**src/rtl/sap1_controller.sv**
```systemverilog
// rtl/sap1_controller.sv - SAP-1 T-state sequencer and control word decoder
module sap1_controller #(
  parameter logic [3:0] OP_LDA     = 4'h0,
  parameter logic [3:0] OP_ADD     = 4'h1,
  parameter logic [3:0] OP_SUB     = 4'h2,
  parameter logic [3:0] OP_OUT     = 4'hE,
  parameter logic [3:0] OP_HLT     = 4'hF,
  parameter bit         EARLY_EXIT = 1'b0
) (
  input  logic       clk,
  input  logic       rst,
  input  logic [3:0] opcode,
  output logic       pc_inc,
  output logic       pc_en,
  output logic       mar_load,
  output logic       mem_en,
  output logic       ir_load,
  output logic       ir_en,
  output logic       a_load,
  output logic       a_en,
  output logic       b_load,
  output logic       alu_sub,
  output logic       alu_en,
  output logic       out_load,
  output logic       halted,
  output logic [2:0] t_state
);

  // State 0 doubles as the post-reset recovery cycle and the parked halt state.
  localparam logic [2:0] T_IDLE = 3'd0;
  localparam logic [2:0] T1     = 3'd1;
  localparam logic [2:0] T2     = 3'd2;
  localparam logic [2:0] T3     = 3'd3;
  localparam logic [2:0] T4     = 3'd4;
  localparam logic [2:0] T5     = 3'd5;
  localparam logic [2:0] T6     = 3'd6;

  logic [2:0] t_next;
  logic       halted_next;
  logic       is_lda, is_add, is_sub, is_out, is_hlt, is_nop;

  assign is_lda = (opcode == OP_LDA);
  assign is_add = (opcode == OP_ADD);
  assign is_sub = (opcode == OP_SUB);
  assign is_out = (opcode == OP_OUT);
  assign is_hlt = (opcode == OP_HLT);
  assign is_nop = !(is_lda || is_add || is_sub || is_out || is_hlt);

  // Step and halt registers; reset parks the ring in the recovery state.
  always_ff @(posedge clk or posedge rst) begin
    if (rst) begin
      t_state <= T_IDLE;
      halted  <= 1'b0;
    end else begin
      t_state <= t_next;
      halted  <= halted_next;
    end
  end

  // Microcode decode and next-step selection from {t_state, opcode, halted}.
  always_comb begin
    t_next      = t_state;
    halted_next = halted;
    pc_inc      = 1'b0;
    pc_en       = 1'b0;
    mar_load    = 1'b0;
    mem_en      = 1'b0;
    ir_load     = 1'b0;
    ir_en       = 1'b0;
    a_load      = 1'b0;
    a_en        = 1'b0;
    b_load      = 1'b0;
    alu_sub     = 1'b0;
    alu_en      = 1'b0;
    out_load    = 1'b0;
    if (!halted) begin
      case (t_state)
        T_IDLE: t_next = T1;
        T1: begin
          pc_en    = 1'b1;
          mar_load = 1'b1;
          t_next   = T2;
        end
        T2: begin
          pc_inc = 1'b1;
          t_next = T3;
        end
        T3: begin
          mem_en  = 1'b1;
          ir_load = 1'b1;
          t_next  = T4;
        end
        T4: begin
          t_next = T5;
          if (is_lda || is_add || is_sub) begin
            ir_en    = 1'b1;
            mar_load = 1'b1;
          end else if (is_out) begin
            a_en     = 1'b1;
            out_load = 1'b1;
          end
          // Halt wins over everything: park in state 0 for good.
          if (is_hlt) begin
            t_next      = T_IDLE;
            halted_next = 1'b1;
          end else if (EARLY_EXIT && (is_out || is_nop)) begin
            t_next = T1;
          end
        end
        T5: begin
          t_next = T6;
          if (is_lda) begin
            mem_en = 1'b1;
            a_load = 1'b1;
            if (EARLY_EXIT) t_next = T1;
          end else if (is_add || is_sub) begin
            mem_en = 1'b1;
            b_load = 1'b1;
          end
        end
        T6: begin
          t_next = T1;
          if (is_add || is_sub) begin
            alu_en  = 1'b1;
            alu_sub = is_sub;
            a_load  = 1'b1;
          end
        end
        default: t_next = T_IDLE;
      endcase
    end
  end

endmodule

```
**config.mk**
```make
export PLATFORM = sky130hd
export DESIGN_NAME = sap1_controller
export DESIGN_NICKNAME = d
export VERILOG_FILES = /design/src/rtl/sap1_controller.sv
export SDC_FILE = /design/constraint.sdc
export NUM_CORES = 1
export LEC_CHECK = 0
export CAP_MARGIN = 20
export CORE_AREA = 10 10 47 49
export DETAILED_ROUTE_END_ITERATION = 16
export DIE_AREA = 0 0 57 59
export PLACE_DENSITY_LB_ADDON = 0.3
export SETUP_SLACK_MARGIN = 0.3
export SLEW_MARGIN = 5
export SYNTH_ARGS = -nofsm -noshare
export SYNTH_HDL_FRONTEND = slang
export SYNTH_SLANG_ARGS = --single-unit
```
**constraint.sdc**
```tcl
create_clock -name clk -period 1.5 [get_ports clk]
set_input_delay 0.225 -clock clk [delete_from_list [all_inputs] [get_ports clk]]
set_output_delay 0.225 -clock clk [all_outputs]
set_load 0.03 [all_outputs]
```
==> impl_metrics.ini, run 1 <==
[outcome]
status = finished with violations
violations = negative setup slack

[detailed_routing]
vias_per_cell = 4.84
drt-pass1-iter-count = 4
dr.first_iter.drc_count = 7
vias = 489
routed_wl_um = 1480
routedWlPerCell_um = 14.7
ant_nets = 0
route.detailed.drc = 0

[critical_path]
ff2ff_setup_slack_ps = 230
crit_slowest_cell = dfrtp_2
endpoint_kind = output pin
startpoint_type = flop
critPathRequiredTime_ps = 1270
critPathKind = reg -> out
crit_path_max_incr_delay_ps = 440
worstPathCellList = nor4b_4 > buf_4 > a22oi_2 > nor2_2 > buf_6
cp.arrival_ps = 1500
cp_max_fo = 4

[cts]
cts_hold_buf = 0
clk_root_buffer_cell = clkbuf_4
clk_pin_slew_ps = 40
cts_buffers = 3
htreeDepth = 1
cts.sinks = 4
cts_tree = done
clk-insertion-delay-late_ps = 240
cts.path.max_buffers = 2

[finish]
diodes = 0
layout_common_cells = buf_4 (16), buf_6 (15)
fillCellCount = 123
drive_above_1_share_pct = 69.4
stdcell_area_um2 = 828
stdcell_count = 101
final_net_count = 93
syn_to_final_growth_pct = 125
final_common_cell = buf_4

[timing]
hold_violations = 0
timing.slew.headroom_pct = 79.0
worstMarginPinSlew_ps = 313
finalCritPeriodShare_pct = 115
skew_ps = 4.03
fmax_mhz = 578
drv_slew = 0
rsz0062_at_grt = true
finalSetupViolCount = 9
fin_crit_ps = 1730
postLayoutSetupSlackWorst_ps = -229

[logic_synthesis]
syn-num-nets = 54
netlist.area_leader.share_pct = 27.2
yosys_register_bits = 4
synthesis.instances = 48
synth_area_leaders = dfrtp_1 (27%), nor4b_4 (6.5%), nor2_1 (6.1%), nor3_1 (5.4%), nand2_1 (5.1%)
synth_cell_type_count = 21
syn_area_um2 = 368
synth_top_cell_by_area = dfrtp_1
yosysWarnings = 0
seq_area_frac_synth_pct = 27.2
synth_area_per_cell_um2 = 7.66

[pwr]
total_power_mw = 1.73
powerDensity_nw_per_um2 = 2090
ir_worst_vdd_mv = 1.03
p_leak_nw = 0.366

[die]
start_util_pct = 26.3
die_area_um2 = 3360
pin_count = 22
coreArea_um2 = 1400
num_rows = 14
chipWidth_um = 57
fp.dieH_um = 59

[global_route]
antenna_found_initial = 0
grt_pass1_wl_um = 2190
first_global_vias = 474
grt_overflow_total = 0
grt_max_degree = 10
grtUsageTotal_pct = 8.29

[place]
dpl.cell_count = 87
place_area_um2 = 637
pre_cts_slack_ps = -230
place_congestion = 0.837
hpwlAfterDp_um = 998
port_buffers = 21

[flow_run]
cap_violations = 0

[worst_hold_path]
min_path_type = in -> async
==> layer usage <==
metal / share of wire (%) / vias up / track usage, % / wire length [µm]
met5: 0 / - / 0 / 0
met2: 51 / 16 / 12.9 / 751
met4: 1.3 / 0 / 5.03 / 19
met3: 8.8 / 2 / 5.15 / 131
met1: 39 / 229 / 8.30 / 581
li1: - / 242 / - / -
==> area by class of cell <==
class	instances	area, µm²	share of cell area [%]
Sequential cell	4	105	12.7
Tap cell	16	20.0	2.42
Inverter	2	7.51	0.906
Clock buffer	3	22.5	2.72
Multi-Input combinational cell	38	329	39.7
Timing Repair Buffer	38	344	41.5
==> registers in the layout, indices dropped and copies added (netlist names) <==
name     cells
t_state      3
halted       1
==> metrics by stage <==
step	hold WS, ps	utilization, %	setup TNS, ps
4_1_cts	155	50.5	-1370
6_report	158	59.1	-1510
3_5_place_dp	415	45.4	-1950
3_3_place_gp	419	45.4	-1720
5_1_grt	171	59.1	-2450
2_1_floorplan	-8.87	-	-1290
==> synthesized netlist by cell type, drive strengths merged <==
library cell,n
nand2b,3
or2,1
buf,4
nand4bb,1
nor4b,1
nor2b,2
o21a,1
o211ai,1
nor3,5
a22oi,2
nand3,1
inv,2
nor4,3
xor2,2
o21ai,2
a21oi,2
nand2,5
nor2,6
dfrtp,4
==> worst max-delay path: cells and delay by family, from the launching register on <==
kind                   cells  cell delay, ps
and+or+nand+nor            2             450
DFF                        1             440
buffers and inverters      2             320
AOI/OAI and AO/OA          1              50
==> what timing repair did <==
action	4_1_cts	5_1_grt
cloned	0	0
endpoints found under the setup margin	19	17
pin swaps	4	6
gates resized for setup	31	24
setup buffers	3	8
==> path summary, 6_finish.rpt <==
| check | start | endpoint | depth (start not counted) |
|---|---|---|---|
| worst max-delay path | halted | mar_load | 5 |
| worst min-delay path | rst | t_state[1] | 2 |
| worst max register to register | halted | halted | 5 |
| worst min register to register | t_state[1] | t_state[1] | 2 |
| max in group asynchronous | rst | halted | 2 |
| min in group clk | t_state[1] | t_state[1] | 2 |
==> logic make-up (layout without fill, tap and decap cells) <==
group / Yosys count / count (layout) / share of synthesized area, %
flops: 4 / 4 / 27.2
compound gates: 8 / 8 / 13.6
xor+xnor: 2 / 2 / 4.76
simple gates: 28 / 28 / 45.6
buf+inv: 6 / 43 / 8.84
==> power by group <==
group / internal, mW / switching [mW]
logic: 0.637 / 0.673
clock network: 0.0901 / 0.0529
registers: 0.174 / 0.107
total: 0.902 / 0.833
Note: power is estimated with default switching activity, not from simulation.
==> inputs of run 2 (changes only) <==
--- a/constraint.sdc
+++ b/constraint.sdc
@@ -3,2 +3,2 @@
 set_output_delay 0.225 -clock clk [all_outputs]
-set_load 0.03 [all_outputs]
+set_load 0.01 [all_outputs]
==> run 2 against run 1 <==
- the run still ends with negative setup slack left
- combinational power grew 12%
- via count grew 21%
- critical endpoint unchanged
- clock skew grew 7.1 ps
- utilization grew 11 points
==> impl_metrics.ini, run 2 (synthesized netlist as in run 1, its figures left out) <==
[critical_path]
r2r_start = halted
critPathKind = reg -> out
path_buf_inv = 3
r2r_cells = 8
critPathRequiredTime_ps = 1270
rr_endpoint = t_state[2]
ff2ff_setup_slack_ps = 0
endpoint = mar_load
cpLargestDelayFamily = flip-flops
startpoint_type = flop
cp.arrival_ps = 1550
crit_slowest_cell = dfrtp_2
startpoint = halted
crit_path_max_incr_delay_ps = 440
cp_max_fo = 3
worstPathCellList = nor4b_4 > buf_4 > buf_6 > a22oi_2 > nor2_1 > buf_2
cp.depth = 6
endpoint_kind = output pin

[timing]
fin_crit_ps = 1770
timing.slew.headroom_pct = 79.3
final.setup.tns_ps = -2140
fmax_mhz = 565
worstMarginPinSlew_ps = 309
skew_ps = 11.2
rsz0062_at_grt = true
hold_violations = 0
drv_slew = 0
postLayoutSetupSlackWorst_ps = -271
finalSetupViolCount = 11
finalCritPeriodShare_pct = 118

[place]
pre_cts_slack_ps = -637
place_area_um2 = 752
port_buffers = 21
hpwlAfterDp_um = 1170
place_congestion = 0.844

[pwr]
clkPwrFrac_pct = 8.8
p_seq_share_pct = 13.4
internal-power_mw = 1.12
p_switching_mw = 0.772
p_leak_nw = 0.471
ir_worst_vdd_mv = 1.16
powerDensity_nw_per_um2 = 1940
switching_share_pct = 40.8
pwr-share-comb_pct = 77.8

[die]
chipWidth_um = 57
start_util_pct = 26.3
pin_count = 22
die_area_um2 = 3360
num_rows = 14
coreArea_um2 = 1400
fp.dieH_um = 59

[outcome]
status = finished with violations
violations = negative setup slack

[cts]
cts.path.max_buffers = 2
htreeDepth = 1
cts_tree = done
cts_buffers = 3
cts.sinks = 4
clk_pin_slew_ps = 50
clk_root_buffer_cell = clkbuf_4
clk-insertion-delay-late_ps = 260

[detailed_routing]
vias_per_cell = 4.97
routed_wl_um = 1890
drt-pass1-iter-count = 4
dr.first_iter.drc_count = 12
route.detailed.drc = 0
ant_nets = 0
vias = 592
routedWlPerCell_um = 15.8

[finish]
diodes = 0
regMostFlops = t_state
largest_reg_flops = 3
stdcell_area_um2 = 978
drive_above_1_share_pct = 73.8
final_core_util_pct = 69.8
final_common_cell = buf_6
reg.largest.list = t_state: 3 flops, halted: 1 flops
syn_to_final_growth_pct = 166
final_net_count = 110
layout_common_cells = buf_6 (20), buf_4 (19), buf_2 (11), dlygate4sd2_1 (4)

[global_route]
grtUsageTotal_pct = 10.3
first_global_vias = 610
grt_max_degree = 9
grt_overflow_total = 0
grt_pass1_wl_um = 2770
antenna_found_initial = 0

[flow_run]
cap_violations = 0

[worst_hold_path]
min_path_type = in -> async
-- run 2: cell count changes in the layout (fill, tap and decap cells not counted), moves of 2 or more --
cell / delta
buf_2: +9
buf_6: +5
o21ai_0: +2
buf_4: +3
-- run 2: what timing repair did --
| action | 4_1_cts | 5_1_grt |
|---|---|---|
| endpoints found under the setup margin | 19 | 19 |
| hold endpoints to repair | 0 | 0 |
| gates resized for setup | 95 | 11 |
| pin swaps | 12 | 8 |
| setup buffers | 11 | 6 |
| hold buffers | 0 | 0 |
-- run 2: stage by stage --
stage / std cells / hold slack (ps) / power (mW)
6_report: 119 / 148 / 1.89
5_1_grt: 119 / 134 / 2.02
4_1_cts: 113 / 150 / 1.70
3_5_place_dp: 98 / 416 / 1.23
3_3_place_gp: 98 / 417 / 1.22
2_1_floorplan: 48 / -8.99 / 0.709
-- run 2: worst register-to-register path: cells and delay by family, from the launching register on --
kind                   cells  cell delay [ps]
AO/OA/AOI/OAI              1               80
AND/OR/NAND/NOR            2              240
flip-flops                 1              440
buffers and inverters      5              670
-- run 2: layout make-up --
cell class	instances	area, µm²
Clock buffer	4	26.3
Fill cell	107	423
Inverter	2	7.51
Multi-Input combinational cell	38	353
Sequential cell	4	104
Tap cell	16	20.0
Timing Repair Buffer	55	468
-- run 2: power groups by stage --
stage | clock network (mW) | registers [mW] | logic, mW
2_1_floorplan | 0 | 0.255 | 0.455
3_3_place_gp | 0 | 0.252 | 0.967
3_5_place_dp | 0 | 0.257 | 0.968
4_1_cts | 0.165 | 0.257 | 1.28
5_1_grt | 0.191 | 0.260 | 1.57
6_report | 0.167 | 0.254 | 1.47
-- run 2: worst min-delay path by stage --
stage / from / end / slack (ps) / cells after the start
after global placement: rst / t_state[1] / 420 / 2
final: rst / t_state[2] / 150 / 2
after floorplan: rst / halted / -9 / 1
after detailed placement: rst / t_state[1] / 420 / 2
after global routing: rst / t_state[0] / 130 / 2
after CTS: rst / t_state[0] / 150 / 2
-- run 2: metal layers --
| layer | up-vias | part of all wire, % | track usage, % |
|---|---|---|---|
| li1 | 280 | - | - |
| met1 | 294 | 40 | 10.6 |
| met2 | 16 | 52 | 16.9 |
| met3 | 2 | 6.8 | 5.58 |
| met4 | 0 | 1.0 | 4.70 |
| met5 | - | 0 | 0 |
==> inputs of run 3 (changes only) <==
--- a/constraint.sdc
+++ b/constraint.sdc
@@ -3,2 +3,2 @@
 set_output_delay 0.225 -clock clk [all_outputs]
-set_load 0.01 [all_outputs]
+set_load 0.02 [all_outputs]
==> run 3 against run 2 <==
- the flow still finishes with violations (negative setup slack)
- design area is 7.5% lower
- clock power is 11% lower
- sequential power is 3% higher
- clock skew is 6.6 ps lower
- critical path depth is 1 lower
- clock-buffer cell count stayed put
- sequential share of layout area is 0.87 points higher
- final cell count is 9.2% lower
- fmax is 6.1% higher
- flip-flop and latch count stayed put
- hold slack better by 13 ps
- total power is 12% lower
- highest routed layer unchanged
==> impl_metrics.ini, run 3 (synthesized netlist as in run 1, its figures left out) <==
[outcome]
status = finished with violations
violations = negative setup slack

[critical_path]
r2r_start = t_state[0]
cp_max_fo = 4
critPathKind = reg -> out
r2r_cells = 5
startpoint_type = flop
endpoint_kind = output pin
cp.arrival_ps = 1440
rr_endpoint = t_state[2]
ff2ff_setup_slack_ps = 290
critPathRequiredTime_ps = 1270

[die]
die_area_um2 = 3360
coreArea_um2 = 1400
start_util_pct = 26.3
pin_count = 22
num_rows = 14
fp.dieH_um = 59
chipWidth_um = 57

[cts]
cts_hold_buf = 0
cts.path.max_buffers = 2
clk_root_buffer_cell = clkbuf_4
cts.sinks = 4
cts_buffers = 3
clk_pin_slew_ps = 40
htreeDepth = 1
cts_tree = done
clk-insertion-delay-late_ps = 240

[finish]
stdcell_area_um2 = 905
syn_to_final_growth_pct = 146
layout_common_cells = buf_4 (27), buf_6 (11), nor3_2 (5), dlygate4sd2_1 (4)
largest_reg_flops = 3
drive_above_1_share_pct = 75.0
fillCellCount = 115
multi_input_area_um2 = 370
final_common_cell = buf_4
reg.largest.list = t_state: 3 flops, halted: 1 flops
final_net_count = 99
regMostFlops = t_state
stdcell_count = 108
diodes = 0
regArea_um2 = 104

[detailed_routing]
ant_nets = 0
drt-pass1-iter-count = 4
route.detailed.drc = 0
routed_wl_um = 1570
vias_per_cell = 4.84
routedWlPerCell_um = 14.5
dr.first_iter.drc_count = 19
vias = 523

[place]
pre_cts_slack_ps = -719
place_area_um2 = 758
port_buffers = 21
place_congestion = 0.826
hpwlAfterDp_um = 1130
dpl.cell_count = 97

[global_route]
grt_pass1_wl_um = 2530
first_global_vias = 572
grtUsageTotal_pct = 9.32
grt_overflow_total = 0
antenna_found_initial = 0
grt_max_degree = 9

[timing]
skew_ps = 4.63
final.setup.tns_ps = -1250
holdWs_ps = 161
rsz0062_at_grt = true
fmax_mhz = 599
hold_violations = 0
finalCritPeriodShare_pct = 111
postLayoutSetupSlackWorst_ps = -170
worstMarginPinSlew_ps = 270
timing.slew.headroom_pct = 81.9
finalSetupViolCount = 10
fin_crit_ps = 1670
drv_slew = 0

[pwr]
ir_worst_vdd_mv = 0.907
p_leak_nw = 0.406
powerDensity_nw_per_um2 = 1840

[flow_run]
cap_violations = 0

[worst_hold_path]
min_path_type = in -> async
-- run 3: cell types whose count changed in the layout (fill, tap and decap cells not counted), sizes merged --
cell	change
buf	-11
-- run 3: timing repair --
action                                 4_1_cts  5_1_grt
resized for setup                           96       16
endpoints found under the hold margin        0        0
pin swaps                                    5        7
buffers inserted                             4        3
gates cloned                                 0        0
setup endpoints to repair                   19       20
-- run 3: worst max path at each step --
stage	start	slack [ps]	to
CTS	halted	-210	ir_en
global placement	opcode[2]	-700	b_load
global route	halted	-250	ir_en
finish	halted	-170	ir_en
detailed placement	opcode[2]	-720	ir_en
floorplan	halted	-120	out_load
-- run 3: layer usage --
metal | global-route usage, % | routed length, µm
met1 | 9.33 | 591
met2 | 16.1 | 898
met3 | 2.58 | 65
met4 | 7.05 | 11
met5 | 0 | 0
-- run 3: through the flow --
step,utilization [%],total power [mW]
3_5_place_dp,54.1,1.31
2_1_floorplan,-,0.805
5_1_grt,64.6,1.78
4_1_cts,58.1,1.49
6_report,64.6,1.66
3_3_place_gp,54.1,1.30
-- run 3: layout make-up --
class / instances / share of cell area [%]
Clock buffer: 4 / 2.90
Inverter: 2 / 0.830
Sequential cell: 4 / 11.5
Timing Repair Buffer: 44 / 41.6
Multi-Input combinational cell: 38 / 40.9
Tap cell: 16 / 2.21
-- run 3: where the power goes --
group / total, mW / leakage, nW / switching (mW) / internal, mW
sequential: 0.261 / 0.0454 / 0.0901 / 0.171
clock: 0.148 / 0.0150 / 0.0479 / 0.100
combinational: 1.25 / 0.346 / 0.618 / 0.636
-- run 3: critical path, cell delays in order, from the launching register on --
cell	delay, ps
dfrtp_2	440
nor4b_4	280
buf_4	180
nand2_2	50
nor3_2	100
buf_4	160
